File: src/rtl/psram_arb_pkg.sv
// Shared types and defaults for the two-master PSRAM arbiter.
package psram_arb_pkg;

    typedef enum logic {
        IDLE = 1'b0,
        BUSY = 1'b1
    } state_t;

    localparam int unsigned TIMEOUT_CYC_DEFAULT = 1024;

endpackage

File: src/rtl/psram_arb_rr.sv
// Two-way round-robin picker: on a tie the requester not served last wins.
module psram_arb_rr (
    input  logic [1:0] req,
    input  logic       last,
    output logic [1:0] gnt
);

    always_comb begin
        gnt = 2'b00;
        if (req == 2'b11) begin
            gnt = last ? 2'b01 : 2'b10;
        end else begin
            gnt = req;
        end
    end

endmodule

File: src/rtl/psram_arb.sv
// Arbiter sharing one PSRAM controller port between two masters (core, DMA).
// Optional BUSY watchdog is built when PSRAM_ARB_TIMEOUT_EN is defined.
module psram_arb
    import psram_arb_pkg::*;
#(
    parameter int ADDR_W      = 24,
    parameter int TIMEOUT_CYC = TIMEOUT_CYC_DEFAULT
) (
    input  logic              clk_i,
    input  logic              rst_i,
    input  logic              m0_valid_i,
    input  logic [31:0]       m0_addr_i,
    input  logic [31:0]       m0_wdata_i,
    input  logic [3:0]        m0_wstrb_i,
    output logic [31:0]       m0_rdata_o,
    output logic              m0_ready_o,
    input  logic              m1_valid_i,
    input  logic [31:0]       m1_addr_i,
    input  logic [31:0]       m1_wdata_i,
    input  logic [3:0]        m1_wstrb_i,
    output logic [31:0]       m1_rdata_o,
    output logic              m1_ready_o,
    output logic              s_valid_o,
    output logic [ADDR_W-1:0] s_addr_o,
    output logic [31:0]       s_wdata_o,
    output logic [3:0]        s_wstrb_o,
    input  logic [31:0]       s_rdata_i,
    input  logic              s_ready_i,
    output logic [1:0]        grant_o,
    output logic              timeout_o,
    output state_t            state_o
);

    // Handshake: a master holds valid until it sees its ready for one cycle;
    // ready is only ever given to the registered owner while BUSY.
    state_t            state, state_nxt;
    logic [1:0]        req, win, owner;
    logic              last;
    logic [ADDR_W-1:0] addr_q;
    logic [31:0]       wdata_q;
    logic [3:0]        wstrb_q;
    logic              done, forced;
    logic              unused_addr;

    assign req         = {m1_valid_i, m0_valid_i};
    assign unused_addr = ^{m0_addr_i[31:ADDR_W], m1_addr_i[31:ADDR_W]};

    psram_arb_rr u_rr (
        .req  (req),
        .last (last),
        .gnt  (win)
    );

    always_ff @(posedge clk_i or posedge rst_i) begin
        if (rst_i) begin
            state <= IDLE;
        end else begin
            state <= state_nxt;
        end
    end

    always_comb begin
        state_nxt = state;
        case (state)
            IDLE: if (|req) state_nxt = BUSY;
            BUSY: if (done)  state_nxt = IDLE;
            default: state_nxt = IDLE;
        endcase
    end

    // Request is captured only on the IDLE->BUSY edge, so later master
    // activity cannot disturb an in-flight transaction.
    always_ff @(posedge clk_i or posedge rst_i) begin
        if (rst_i) begin
            owner   <= 2'b00;
            last    <= 1'b1;
            addr_q  <= '0;
            wdata_q <= '0;
            wstrb_q <= '0;
        end else if (state == IDLE && (|req)) begin
            owner   <= win;
            last    <= win[1];
            addr_q  <= win[1] ? m1_addr_i[ADDR_W-1:0] : m0_addr_i[ADDR_W-1:0];
            wdata_q <= win[1] ? m1_wdata_i : m0_wdata_i;
            wstrb_q <= win[1] ? m1_wstrb_i : m0_wstrb_i;
        end
    end

`ifdef PSRAM_ARB_TIMEOUT_EN
    localparam int CNT_W = (TIMEOUT_CYC > 2) ? $clog2(TIMEOUT_CYC) : 1;

    logic [CNT_W-1:0] cnt;
    logic             timeout_q;

    assign forced = (state == BUSY) && !s_ready_i &&
                    (cnt == CNT_W'(TIMEOUT_CYC - 1));

    always_ff @(posedge clk_i or posedge rst_i) begin
        if (rst_i) begin
            cnt       <= '0;
            timeout_q <= 1'b0;
        end else begin
            if (state == BUSY && !done) begin
                cnt <= cnt + CNT_W'(1);
            end else begin
                cnt <= '0;
            end
            if (forced) begin
                timeout_q <= 1'b1;
            end
        end
    end

    assign timeout_o = timeout_q;
`else
    logic unused_cfg;

    assign forced     = 1'b0;
    assign timeout_o  = 1'b0;
    assign unused_cfg = ^TIMEOUT_CYC;
`endif

    assign done       = (state == BUSY) && (s_ready_i || forced);
    assign s_valid_o  = (state == BUSY);
    assign s_addr_o   = addr_q;
    assign s_wdata_o  = wdata_q;
    assign s_wstrb_o  = wstrb_q;
    assign grant_o    = s_valid_o ? owner : 2'b00;
    assign m0_ready_o = done && owner[0];
    assign m1_ready_o = done && owner[1];
    assign m0_rdata_o = forced ? 32'h0 : s_rdata_i;
    assign m1_rdata_o = forced ? 32'h0 : s_rdata_i;
    assign state_o    = state;

endmodule

File: config.mk
export PLATFORM = sky130hd
export DESIGN_NAME = psram_arb
export DESIGN_NICKNAME = d
export VERILOG_FILES = /design/src/rtl/psram_arb_pkg.sv /design/src/rtl/psram_arb_rr.sv /design/src/rtl/psram_arb.sv
export SDC_FILE = /design/constraint.sdc
export NUM_CORES = 1
export LEC_CHECK = 0
export ABC_AREA = 1
export ABC_CLOCK_PERIOD_IN_PS = 2000
export CORE_AREA = 2 2 119 121
export DETAILED_ROUTE_END_ITERATION = 16
export DIE_AREA = 0 0 121 123
export HOLD_SLACK_MARGIN = 0.08
export PLACE_DENSITY_LB_ADDON = 0.1
export SYNTH_ARGS = -nofsm -noshare
export SYNTH_HDL_FRONTEND = slang
export SYNTH_SLANG_ARGS = --single-unit
File: constraint.sdc
create_clock -name clk_i -period 2 [get_ports clk_i]
set_input_delay 0.4 -clock clk_i [delete_from_list [all_inputs] [get_ports clk_i]]
set_output_delay 0.4 -clock clk_i [all_outputs]
set_load 0.01 [all_outputs]
==> results of run 1 <==
## worst paths after layout
path | startpoint | end | slack, ns | depth (start not counted)
max | s_valid_o$_DFF_PP0_ | grant_o[1] | 0.15 | 3
min | rst_i | s_wstrb_o[0]$_DFFE_PP0P_ | 0.47 | 3
max reg2reg | s_valid_o$_DFF_PP0_ | s_addr_o[8]$_DFFE_PP0P_ | 0.72 | 5
min reg2reg | s_addr_o[23]$_DFFE_PP0P_ | s_addr_o[23]$_DFFE_PP0P_ | 0.47 | 2
max in group asynchronous | rst_i | last$_DFFE_PP1P_ | 1.22 | 3
min in group clk_i | s_addr_o[23]$_DFFE_PP0P_ | s_addr_o[23]$_DFFE_PP0P_ | 0.47 | 2
## power breakdown
| part | switching [mW] | total, mW | internal [mW] |
|---|---|---|---|
| registers | 0.308 | 2.13 | 1.83 |
| clock network | 0.542 | 1.53 | 0.991 |
| logic | 1.35 | 2.90 | 1.55 |
## worst max-delay path: stages (launching register included)
cell and delay (ns):
dfrtp_2 0.43, nand2_1 0.07, inv_1 0.05, clkdlybuf4s50_1 0.55
## flip-flops by register name (all words and copies together), names as in the netlist
name,cells
s_valid_o,1
s_wdata_o,32
s_addr_o,24
last,1
owner,2
s_wstrb_o,4
## layer usage
| metal | wire length (um) | track usage |
|---|---|---|
| met1 | 4880 | 0.192 |
| met2 | 5860 | 0.278 |
| met3 | 857 | 0.0364 |
| met4 | 446 | 0.0938 |
| met5 | 0 | 0 |
## stage by stage
step / setup slack [ns] / power [mW] / std cells
after floorplan: 0.00355 / 3.50 / 604
after global placement: -0.00636 / 5.08 / 890
after detailed placement: 0.0104 / 5.09 / 890
after CTS: 0.0110 / 6.69 / 906
after global routing: 0.0618 / 7.06 / 907
final: 0.154 / 6.57 / 907
## logic make-up after synthesis
group	share of synthesized area
AO/OA/AOI/OAI	0.00427
buffers and inverters	0.275
flip-flops	0.391
other	0.000914
AND/OR/NAND/NOR	0.329
## cell usage after synthesis, types with 2 or more instances
cell	n
buf_1	11
nand3_1	121
inv_1	126
o21ai_0	2
nor2_1	2
buf_4	72
nand2_1	186
buf_2	13
dfrtp_1	63
## repair_timing
action,in CTS,in global routing
setup endpoints to repair,4,3
hold buffers,0,0
resized for setup,1,2
buffers inserted,0,1
## layout make-up
| class | instances | area, sq um |
|---|---|---|
| clock buffer | 12 | 246 |
| inverter | 127 | 479 |
| timing repair buffer | 204 | 2090 |
| multi-input combinational | 316 | 1370 |
| tap | 180 | 225 |
| clock inverter | 4 | 45.0 |
| sequential | 64 | 1600 |
| fill | 1440 | 7540 |
==> metrics.log, run 1 <==
[metrics] dominant synthesized flop cell: dfrtp_1
[metrics] portion of the clock cycle consumed by the worst path in the final layout: 0.923
[metrics] wire length of the first global-routing pass: 18.8 mm
[metrics] total number of vias: ~3900
[metrics] area of placed instances: 0.00576 sq mm
[metrics] Mapped Avg Cell Area: about 6.8 sq um
[metrics] time the final worst path needs with I/O delays and setup: 1.85 ns
[metrics] post-synthesis sequential area ratio: 0.391
[metrics] horizontal extent of the die: 121 um
[metrics] routed wire length: 12.0 mm
[metrics] final worst hold slack: 0.470 ns
[metrics] total of flip-flops plus latches after synthesis: 64
[metrics] Arrival @ worst endpoint: 1.45 ns
[metrics] number of sinks driven by the clock tree: 64
[metrics] unrepaired setup endpoints after global routing: no
[metrics] Synth Cell Area: 0.00410 sq mm
[metrics] H-tree Lvls: 3
[metrics] first-pass iteration count of the detailed router: 4
[metrics] buffer depth of the longest clock path: 2
[metrics] core box area: 0.0136 sq mm
[metrics] Synth top area share: 0.384
[metrics] final HPWL from detailed placement: 8.70 mm
[metrics] number of enable-type register cells in the synthesized netlist: 0
[metrics] routability congestion estimate from global placement: 0.785
[metrics] nets@finish: 895
[metrics] worst min-delay path class: in -> async
[metrics] worst clock skew on the final layout: 0.00552 ns
[metrics] top cells by area, synth: dfrtp_1, nand2_1, nand3_1, buf_4, inv_1
[metrics] most common cell after layout, fill and taps aside: clkdlybuf4s50_1
[metrics] clock edge transition at the registers on the reported setup and hold paths: about 0.050 ns
[metrics] share of final-layout standard cells stronger than drive strength 1: 0.0509
[metrics] post-layout util: 0.446
[metrics] worst vdd rail ir drop: 375 uV
[metrics] critical path class: reg -> out
[metrics] total of warnings raised by yosys: 0
[metrics] insertion delay of the later-clocked pin in the worst-skew pair: approximately 0.33 ns
[metrics] MaxCap Viol Count: 0
[metrics] sum of overflow across all layers after global routing: 0
[metrics] sum of negative setup slack: 0 ns
[metrics] initial antenna violation count: 0
[metrics] Pins Over Slew Limit: 0
[metrics] critical path fanouts, max: 7
[metrics] port buffer count: 190
[metrics] Post-Synthesis Net Count: 777
[metrics] die footprint: around 0.015 sq mm
[metrics] starting DRC count in detailed routing: 127
[metrics] most used cells in the layout excluding fill and tap cells: clkdlybuf4s50_1, nand2_1, inv_1
[metrics] synthesized instance count: 604
[metrics] area grow syn2layout: 47.9%
[metrics] vias in the first global route: 3742
[metrics] total inserted antenna cells: 0
[metrics] cell type with the largest total area after synthesis: dfrtp_1
[metrics] number of primary I/O pins: 304
[metrics] Leak Pwr: 3.27 nW
[metrics] Remaining DRCs: 0
[metrics] Initial Utilization: 0.301
[metrics] power density over the cells: 1080 mW/mm^2
[metrics] Max Clk Rate: 0.542 GHz
[metrics] asr flop ratio synth: 1.00
[metrics] required time of the worst setup path: ~1.6 ns
[metrics] routed len/inst: ~13 um
[metrics] Critical Path End Type: primary output
[metrics] Final Hold Viols: 0
[metrics] pin count of the biggest net entering global routing: 65
[metrics] Num CTS Buffers: 9
[metrics] Synth cell types: 17
[metrics] root buffer cell: clkbuf_16
[metrics] Vert. Die Dim: approximately 120 um
[metrics] CTS tree: built
[metrics] cell area after layout: a little over 0.006 sq mm
[metrics] GRT Util Overall: 0.164
[metrics] number of setup violations in the final report: 0
[metrics] outcome: finished clean
[metrics] row count: 43
[metrics] Startpoint Class: register
[metrics] number of nets with antenna violations after routing: 0
[metrics] ratio of routed vias to standard cells: between 4 and 5
No activity file was read; power rests on OpenSTA's default activity.
==> inputs of run 2 (changes only) <==
--- a/config.mk
+++ b/config.mk
@@ -10,6 +10,7 @@
 export CORE_AREA = 2 2 119 121
 export DETAILED_ROUTE_END_ITERATION = 16
 export DIE_AREA = 0 0 121 123
+export GPL_TIMING_DRIVEN = 0
 export HOLD_SLACK_MARGIN = 0.08
 export PLACE_DENSITY_LB_ADDON = 0.1
 export SYNTH_ARGS = -nofsm -noshare
==> run 2 against run 1 <==
  * Worst setup slack worse by 0.050 ns
  * First-iteration DRC count shrank 3.1%
  * Fmax decreased by 2.7%
  * Critical path type unchanged
  * Highest routed layer unchanged
==> metrics.log, run 2 (synthesized netlist as in run 1, its figures left out) <==
[metrics] worst min-delay path class: reg -> reg
[metrics] hold_buf cts: 0
[metrics] met2 track demand over resource in global routing: 0.306
[metrics] slowest stage cell on the critical path: clkdlybuf4s50_1
[metrics] GRT Util Overall: 0.177
[metrics] clock edge transition at the registers on the reported setup and hold paths: approximately 0.050 ns
[metrics] outcome: finished clean
[metrics] most common cell after layout, fill and taps aside: clkdlybuf4s50_1
[metrics] nets@finish: 1042
[metrics] maximum single-stage delay on the critical path: 0.56 ns
[metrics] Critical Path End Type: primary output
[metrics] worst hold path cell count: 2
[metrics] Max-Slew Margin vs Limit: 0.532
[metrics] portion of the clock cycle consumed by the worst path in the final layout: 0.948
[metrics] root buffer cell: clkbuf_16
[metrics] post-cts resize count: 3
[metrics] Arrival @ worst endpoint: 1.50 ns
[metrics] Max Clk Rate: 0.527 GHz
[metrics] required time of the worst setup path: between 1.5 and 2 ns
[metrics] ratio of routed vias to standard cells: 4.30
[metrics] number of sinks driven by the clock tree: 64
[metrics] share of final-layout standard cells stronger than drive strength 1: 0.121
[metrics] Post-CTS Setup Repair Bufs: 0
[metrics] starting DRC count in detailed routing: between 100 and 150
[metrics] met3 demand-to-capacity share in global routing: 0.0466
[metrics] horizontal extent of the die: 121 um
[metrics] number of placed instances, taps included: 1038
[metrics] first-pass iteration count of the detailed router: 4
[metrics] total number of vias: between 4000 and 5000
[metrics] time the final worst path needs with I/O delays and setup: 1.90 ns
[metrics] routed wire length: 13.5 mm
[metrics] H-tree Lvls: 3
[metrics] most used cells in the layout excluding fill and tap cells: clkdlybuf4s50_1, nand2_1, inv_1
[metrics] non-filler cells in the finished layout: 1054
[metrics] max FFs per register: 32
[metrics] sum of overflow across all layers after global routing: 0
[metrics] initial antenna violation count: 0
[metrics] r2r worst-path depth: 6
[metrics] pin count of the biggest net entering global routing: 34
[metrics] CTS tree: built
[metrics] critical path class: reg -> out
[metrics] worst vdd rail ir drop: 382 uV
[metrics] slack of the worst reg-to-reg path: 0.37 ns
[metrics] worst clock skew on the final layout: roughly 0.0056 ns
[metrics] Remaining DRCs: 0
[metrics] port buffer count: 253
[metrics] final worst hold slack: 0.474 ns
[metrics] global routing usage on met1: 0.210
[metrics] Num CTS Buffers: 9
[metrics] total inserted antenna cells: 0
[metrics] MaxCap Viol Count: 0
[metrics] insertion delay of the later-clocked pin in the worst-skew pair: 0.32 ns
[metrics] cell chain of the critical path: buf_4 -> clkdlybuf4s50_1
[metrics] R2R Path End: s_wdata_o[16]$_DFFE_PP0P_
[metrics] transition time at the pin with the least slew margin: 0.701 ns
[metrics] Pins Over Slew Limit: 0
[metrics] area grow syn2layout: 75.4%
[metrics] power density over the cells: 966 mW/mm^2
[metrics] final HPWL from detailed placement: between 10 and 15 mm
[metrics] hold wc startpoint: s_addr_o[5]$_DFFE_PP0P_
[metrics] number of setup violations in the final report: 0
[metrics] number of primary I/O pins: 304
[metrics] Hold Crit Endpoint: s_addr_o[5]$_DFFE_PP0P_
[metrics] Vert. Die Dim: about 120 um
[metrics] wire length of the first global-routing pass: 21.0 mm
[metrics] routed len/inst: about 13 um
[metrics] Startpoint Class: register
[metrics] Initial Utilization: 0.301
[metrics] row count: 43
[metrics] Final Hold Viols: 0
[metrics] post-layout util: 0.529
[metrics] routability congestion estimate from global placement: 0.859
[metrics] layer with the highest usage after global routing: met2
[metrics] vias in the first global route: 4460
[metrics] core box area: 0.0136 sq mm
[metrics] critical path fanouts, max: 7
[metrics] Leak Pwr: about 3.8 nW
[metrics] buffer depth of the longest clock path: 2
[metrics] number of nets with antenna violations after routing: 0
[metrics] die footprint: 0.0149 sq mm
[metrics] unrepaired setup endpoints after global routing: no
[metrics] Worst R2R Start: last$_DFFE_PP1P_
[run 2: worst max-delay path by stage]
stage | cells after the start | end | slack [ns] | startpoint
floorplan | 1 | owner[0]$_DFFE_PP0P_ | 0.004 | rst_i
global placement | 2 | s_wdata_o[24]$_DFFE_PP0P_ | -1.18 | rst_i
detailed placement | 7 | s_wdata_o[29]$_DFFE_PP0P_ | -0.14 | m0_valid_i
CTS | 3 | grant_o[1] | 0.09 | s_valid_o$_DFF_PP0_
global route | 3 | grant_o[1] | 0.03 | s_valid_o$_DFF_PP0_
finish | 2 | state_o | 0.10 | s_valid_o$_DFF_PP0_
[run 2: layer usage]
layer,routed length [um],share of wire,up-vias
li1,-,-,2256
met2,6510,0.48,208
met5,0,0,-
met3,1190,0.088,23
met4,323,0.024,0
met1,5440,0.40,2046
[run 2: stage by stage]
step | TNS (ns) | setup slack, ns | total power [mW] | instance area [sq um]
6_report | 0 | 0.104 | 6.95 | 7190
5_1_grt | 0 | 0.0319 | 7.42 | 7190
4_1_cts | 0 | 0.0862 | 7.05 | 7190
3_5_place_dp | -6.58 | -0.143 | 5.35 | 6880
3_3_place_gp | -79.35 | -1.18 | 5.30 | 6860
2_1_floorplan | 0 | 0.00355 | 3.50 | 4100
[run 2: layout make-up]
type	instances	area, sq um
Buffer	97	651
Clock inverter	3	65.1
Fill cell	1321	6420
Sequential cell	64	1600
Inverter	127	479
Timing Repair Buffer	254	2550
Tap cell	180	225
Multi-Input combinational cell	316	1370
Clock buffer	13	250
[run 2: critical path, delay by kind of cell (launching register included)]
family	cells	cell delay, ns
buffers and inverters	2	0.70
flip-flops	1	0.48
[run 2: report_power, final]
group	internal, mW	switching, mW
Clock	1.12	0.539
Combinational	1.70	1.46
Sequential	1.83	0.302
Total	4.65	2.30
